--- config.mk ---
export PLATFORM = sky130hd
export DESIGN_NAME = hamming_dec_arbiter
export DESIGN_NICKNAME = d
export VERILOG_FILES = /design/src/rtl/hamming_dec_arbiter.sv
export SDC_FILE = /design/constraint.sdc
export NUM_CORES = 1
export LEC_CHECK = 0
export CAP_MARGIN = 20
export CELL_PAD_IN_SITES_DETAIL_PLACEMENT = 0
export CELL_PAD_IN_SITES_GLOBAL_PLACEMENT = 1
export CORE_UTILIZATION = 33
export CTS_CLUSTER_DIAMETER = 120
export DETAILED_ROUTE_END_ITERATION = 8
export GPL_ROUTABILITY_DRIVEN = 0
export GPL_TIMING_DRIVEN = 0
export PLACE_DENSITY_LB_ADDON = 0.08
export SKIP_CTS_REPAIR_TIMING = 1
export SYNTH_ARGS = -nofsm -noshare
export SYNTH_HDL_FRONTEND = slang
export SYNTH_SLANG_ARGS = --single-unit
export TNS_END_PERCENT = 30
--- constraint.sdc ---
create_clock -name clk -period 4.8 [get_ports clk]
set_input_delay 1.2 -clock clk [delete_from_list [all_inputs] [get_ports clk]]
set_output_delay 1.2 -clock clk [all_outputs]
set_load 0.02 [all_outputs]
--- src/rtl/hamming_dec_arbiter.sv ---
// Two-channel round-robin front end sharing one Hamming(7,4) corrector, with a registered one-entry output stage.
// Optional per-channel corrected-error counters are enabled with the HAMDEC_ERRCNT_EN macro.
module hamming_dec_arbiter #(
    parameter int CNT_W = 8
) (
    input  logic             clk,
    input  logic             rst,
    input  logic             in0_valid,
    output logic             in0_ready,
    input  logic [6:0]       in0_code,
    input  logic             in1_valid,
    output logic             in1_ready,
    input  logic [6:0]       in1_code,
    output logic             out_valid,
    input  logic             out_ready,
    output logic [3:0]       out_data,
    output logic             out_src,
    output logic [2:0]       out_syndrome,
    output logic             out_err
`ifdef HAMDEC_ERRCNT_EN
    ,
    output logic [CNT_W-1:0] err_cnt0,
    output logic [CNT_W-1:0] err_cnt1,
    input  logic             err_clr
`endif
);

    typedef enum logic {
        EMPTY = 1'b0,
        FULL  = 1'b1
    } state_t;

    state_t     state, state_next;
    logic       lg;
    logic       load, any_req, grant, xfer;
    logic [6:0] code, fixed;
    logic [2:0] syn;

    // grant is only meaningful when any_req; with both valid the channel not served last wins
    always_comb begin
        any_req   = in0_valid | in1_valid;
        grant     = (in0_valid & in1_valid) ? ~lg : in1_valid;
        load      = (state == EMPTY) | out_ready;
        xfer      = load & any_req;
        in0_ready = xfer & ~grant;
        in1_ready = xfer & grant;
    end

    always_comb begin
        code   = grant ? in1_code : in0_code;
        syn[0] = code[0] ^ code[2] ^ code[4] ^ code[6];
        syn[1] = code[1] ^ code[2] ^ code[5] ^ code[6];
        syn[2] = code[3] ^ code[4] ^ code[5] ^ code[6];
        fixed  = code;
        if (syn != 3'd0) begin
            fixed = code ^ (7'd1 << (syn - 3'd1));
        end
    end

    always_comb begin
        state_next = state;
        case (state)
            EMPTY:   if (any_req) state_next = FULL;
            FULL:    if (out_ready && !any_req) state_next = EMPTY;
            default: state_next = EMPTY;
        endcase
    end

    assign out_valid = (state == FULL);

    always_ff @(posedge clk) begin
        if (rst) begin
            state        <= EMPTY;
            lg           <= 1'b1;
            out_data     <= 4'd0;
            out_src      <= 1'b0;
            out_syndrome <= 3'd0;
            out_err      <= 1'b0;
        end else begin
            state <= state_next;
            if (xfer) begin
                out_data     <= {fixed[6], fixed[5], fixed[4], fixed[2]};
                out_src      <= grant;
                out_syndrome <= syn;
                out_err      <= (syn != 3'd0);
                lg           <= grant;
            end
        end
    end

`ifdef HAMDEC_ERRCNT_EN
    // clear outranks a same-cycle increment; counts stick at all-ones
    always_ff @(posedge clk) begin
        if (rst || err_clr) begin
            err_cnt0 <= '0;
            err_cnt1 <= '0;
        end else if (xfer && (syn != 3'd0)) begin
            if (grant) begin
                if (err_cnt1 != '1) err_cnt1 <= err_cnt1 + CNT_W'(1);
            end else begin
                if (err_cnt0 != '1) err_cnt0 <= err_cnt0 + CNT_W'(1);
            end
        end
    end
`else
    logic unused_cnt_w;
    assign unused_cnt_w = (CNT_W > 0);
`endif

endmodule
==> impl_metrics.py <==
metrics = {
    "floorplanning": {
        "start_util": 0.3455,
        "die_h_um": 58.30,
        "die_w_um": 58.30,
        "io_pins": 31,
        "rows": 20,
        "core-area_um2": 3028,
        "die_area_um2": 3399,
    },
    "cells_and_area": {
        "area_delta_synth_final_pct": 29.78,
        "n_fill_cell": 330,
        "instances_no_fill": 207,
        "nets": 184,
        "multi_input_area_um2": 765.7,
        "n_antenna_cell": 0,
        "final_area_um2": 1358,
        "regArea_um2": 220.2,
        "layout-drive-gt1-share": 0.08589,
    },
    "synth": {
        "postSynthAreaPerCell_um2": 7.691,
        "synth_nets": 156,
        "yosys_warnings": 0,
        "synth_area_leaders": "dfxtp_1 21%, xnor2_1 13%, a21oi_1 6.2%",
        "netlist_area_um2": 1046,
        "postSynthCellCount": 136,
        "synth_largest_area_cell": "dfxtp_1",
        "ys_types": 39,
        "synth_edf_count": 0,
        "synth_commonest_cells": "15 x xnor2_1, 14 x nand2_1, 13 x a21oi_1",
        "synth.top_cell.area_share": 0.2105,
        "ys_ff_latch": 11,
        "yosysSeqAreaShare": 0.2105,
        "synth_ff_type": "dfxtp_1",
        "synth.most_common_cell": "xnor2_1",
        "async_flop_share": 0,
    },
    "placement": {
        "portBuffers": 23,
        "place_area_um2": 1331,
        "dp_hpwl_um": 2151,
        "dp_cells": 203,
        "dp_worst_setup_slack_ns": 0.2240,
    },
    "hold_path": {
        "hold-path-endpoint": "out_src$_SDFFE_PP0P_",
        "hold_path_class": "register to register",
        "hold_path.startpoint": "out_src$_SDFFE_PP0P_",
        "worstHoldPathCells": 2,
    },
    "sta": {
        "setup_slack_ns": 0.2913,
        "final.min_clock_period_ns": 4.509,
        "final-hold-violation-count": 0,
        "slew-limit-headroom": 0.5523,
        "rsz0062_at_grt": "false",
        "setup_viol": 0,
        "fin_setup_tns_ns": 0,
        "drv_slew": 0,
        "hold_ws_ns": 0.4525,
        "period_share": 0.9393,
        "tightest_slew_ns": 0.6668,
        "fin_skew_ns": 0.0002363,
        "fmax_ghz": 0.2218,
    },
    "global_routing": {
        "grt.overflow.total": 0,
        "grt_usage": 0.1729,
        "grt_pass1_wl_um": 4505,
        "grt_max_degree": 11,
        "antenna_found_initial": 0,
        "grt_pass1_vias": 1014,
    },
    "setup_path": {
        "r2r_slack_ns": 1.79,
        "worst-endpoint-required_ns": 3.60,
        "critPathArrivalTime_ns": 3.31,
        "critPathLaunchType": "input port",
        "criticalPathCategory": "input port to output pin",
        "rr_worst_depth": 9,
        "reg2reg_from": "lg$_SDFFE_PP1P_",
        "crit_fanout": 7,
        "end_kind": "output pin",
        "reg2reg_to": "out_data[2]$_SDFFE_PP0P_",
    },
    "route": {
        "dr.pass1.iters": 4,
        "ant_nets": 0,
        "route.detailed.drc": 0,
        "via_per_inst": 5.198,
        "drt-initial-drc-count": 35,
        "routed_wirelength_um": 2692,
        "routedWlPerCell_um": 13.00,
        "vias": 1076,
    },
    "cts": {
        "cts_buffer_depth": 2,
        "cts-htree-levels": 1,
        "insertion_delay_ns": 0.27,
        "clock_sinks": 11,
        "cts_buffers": 3,
        "cts-root-buf": "clkbuf_4",
        "cts_tree": "done",
        "clkSlewWorstSetupHoldPaths_ns": 0.07,
    },
    "pwr": {
        "power_density_nw_per_um2": 282.5,
        "vdd_ir_drop_max_uv": 82.20,
        "leakage_nw": 0.4743,
    },
    "outcome": {
        "outcome": "completed",
    },
    "run": {
        "max_cap_viol_count": 0,
    },
}
area by class of cell:
| type | instances | share of cell area |
|---|---|---|
| Sequential cell | 11 | 0.1622 |
| Tap cell | 44 | 0.04055 |
| Clock buffer | 4 | 0.01935 |
| Timing Repair Buffer | 23 | 0.1696 |
| Buffer | 8 | 0.03871 |
| Inverter | 2 | 0.005530 |
| Multi-Input combinational cell | 115 | 0.5641 |
metal layers:
layer	wire length, um	vias up	track usage
li1	-	550	-
met1	1223	492	0.2228
met2	1301	27	0.2874
met3	106	7	0.02198
met4	61	0	0.08163
met5	0	-	0
flip-flops by register name, summed over array words and instances (netlist names):
| name | cells |
|---|---|
| out_src | 1 |
| out_data | 4 |
| out_valid | 1 |
| out_err | 1 |
| lg | 1 |
| out_syndrome | 3 |
worst max path at each step:
stage,startpoint,endpoint,cells past startpoint
3_3_place_gp,in0_code[1],out_data[2]$_SDFFE_PP0P_,11
3_5_place_dp,in0_code[1],out_data[2]$_SDFFE_PP0P_,11
2_1_floorplan,in0_code[5],out_data[2]$_SDFFE_PP0P_,11
5_1_grt,in1_valid,in1_ready,5
4_1_cts,in1_valid,in1_ready,5
6_report,in1_valid,in1_ready,5
cell families after synthesis:
logic type | synth area share
AO/OA/AOI/OAI | 0.2931
XOR/XNOR | 0.2069
adder cells (fa/ha/maj) | 0.01196
buffers and inverters | 0.05741
flip-flops | 0.2105
multiplexers | 0.01914
AND/OR/NAND/NOR | 0.2010
metrics by stage:
stage / util / power, mW
6_report: 0.4483 / 0.3835
5_1_grt: 0.4483 / 0.4118
4_1_cts: 0.4483 / 0.3867
3_5_place_dp: 0.4397 / 0.3219
3_3_place_gp: 0.4397 / 0.3198
2_1_floorplan: - / 0.2516
cell usage in the layout, fill, tap and decap left out, drive strengths merged, types with 4 or more instances in the layout:
master	count
xor2	7
buf	4
xnor2	16
o21ai	11
nand2	14
nand3	6
a31oi	5
nor2	5
dfxtp	11
a21oi	13
clkbuf	8
clkdlybuf4s50	23
critical path: stages:
cell	delay, ns
clkdlybuf4s50_1	0.53
a21boi_1	0.53
nand2_1	0.23
inv_1	0.18
clkdlybuf4s50_1	0.63
where the power goes:
part / leakage (nW) / internal [mW] / switching [mW]
clock network: 0.0150 / 0.0322 / 0.0319
logic: 0.368 / 0.0889 / 0.122
registers: 0.0915 / 0.103 / 0.00581
(Power assumes the default switching activity.)
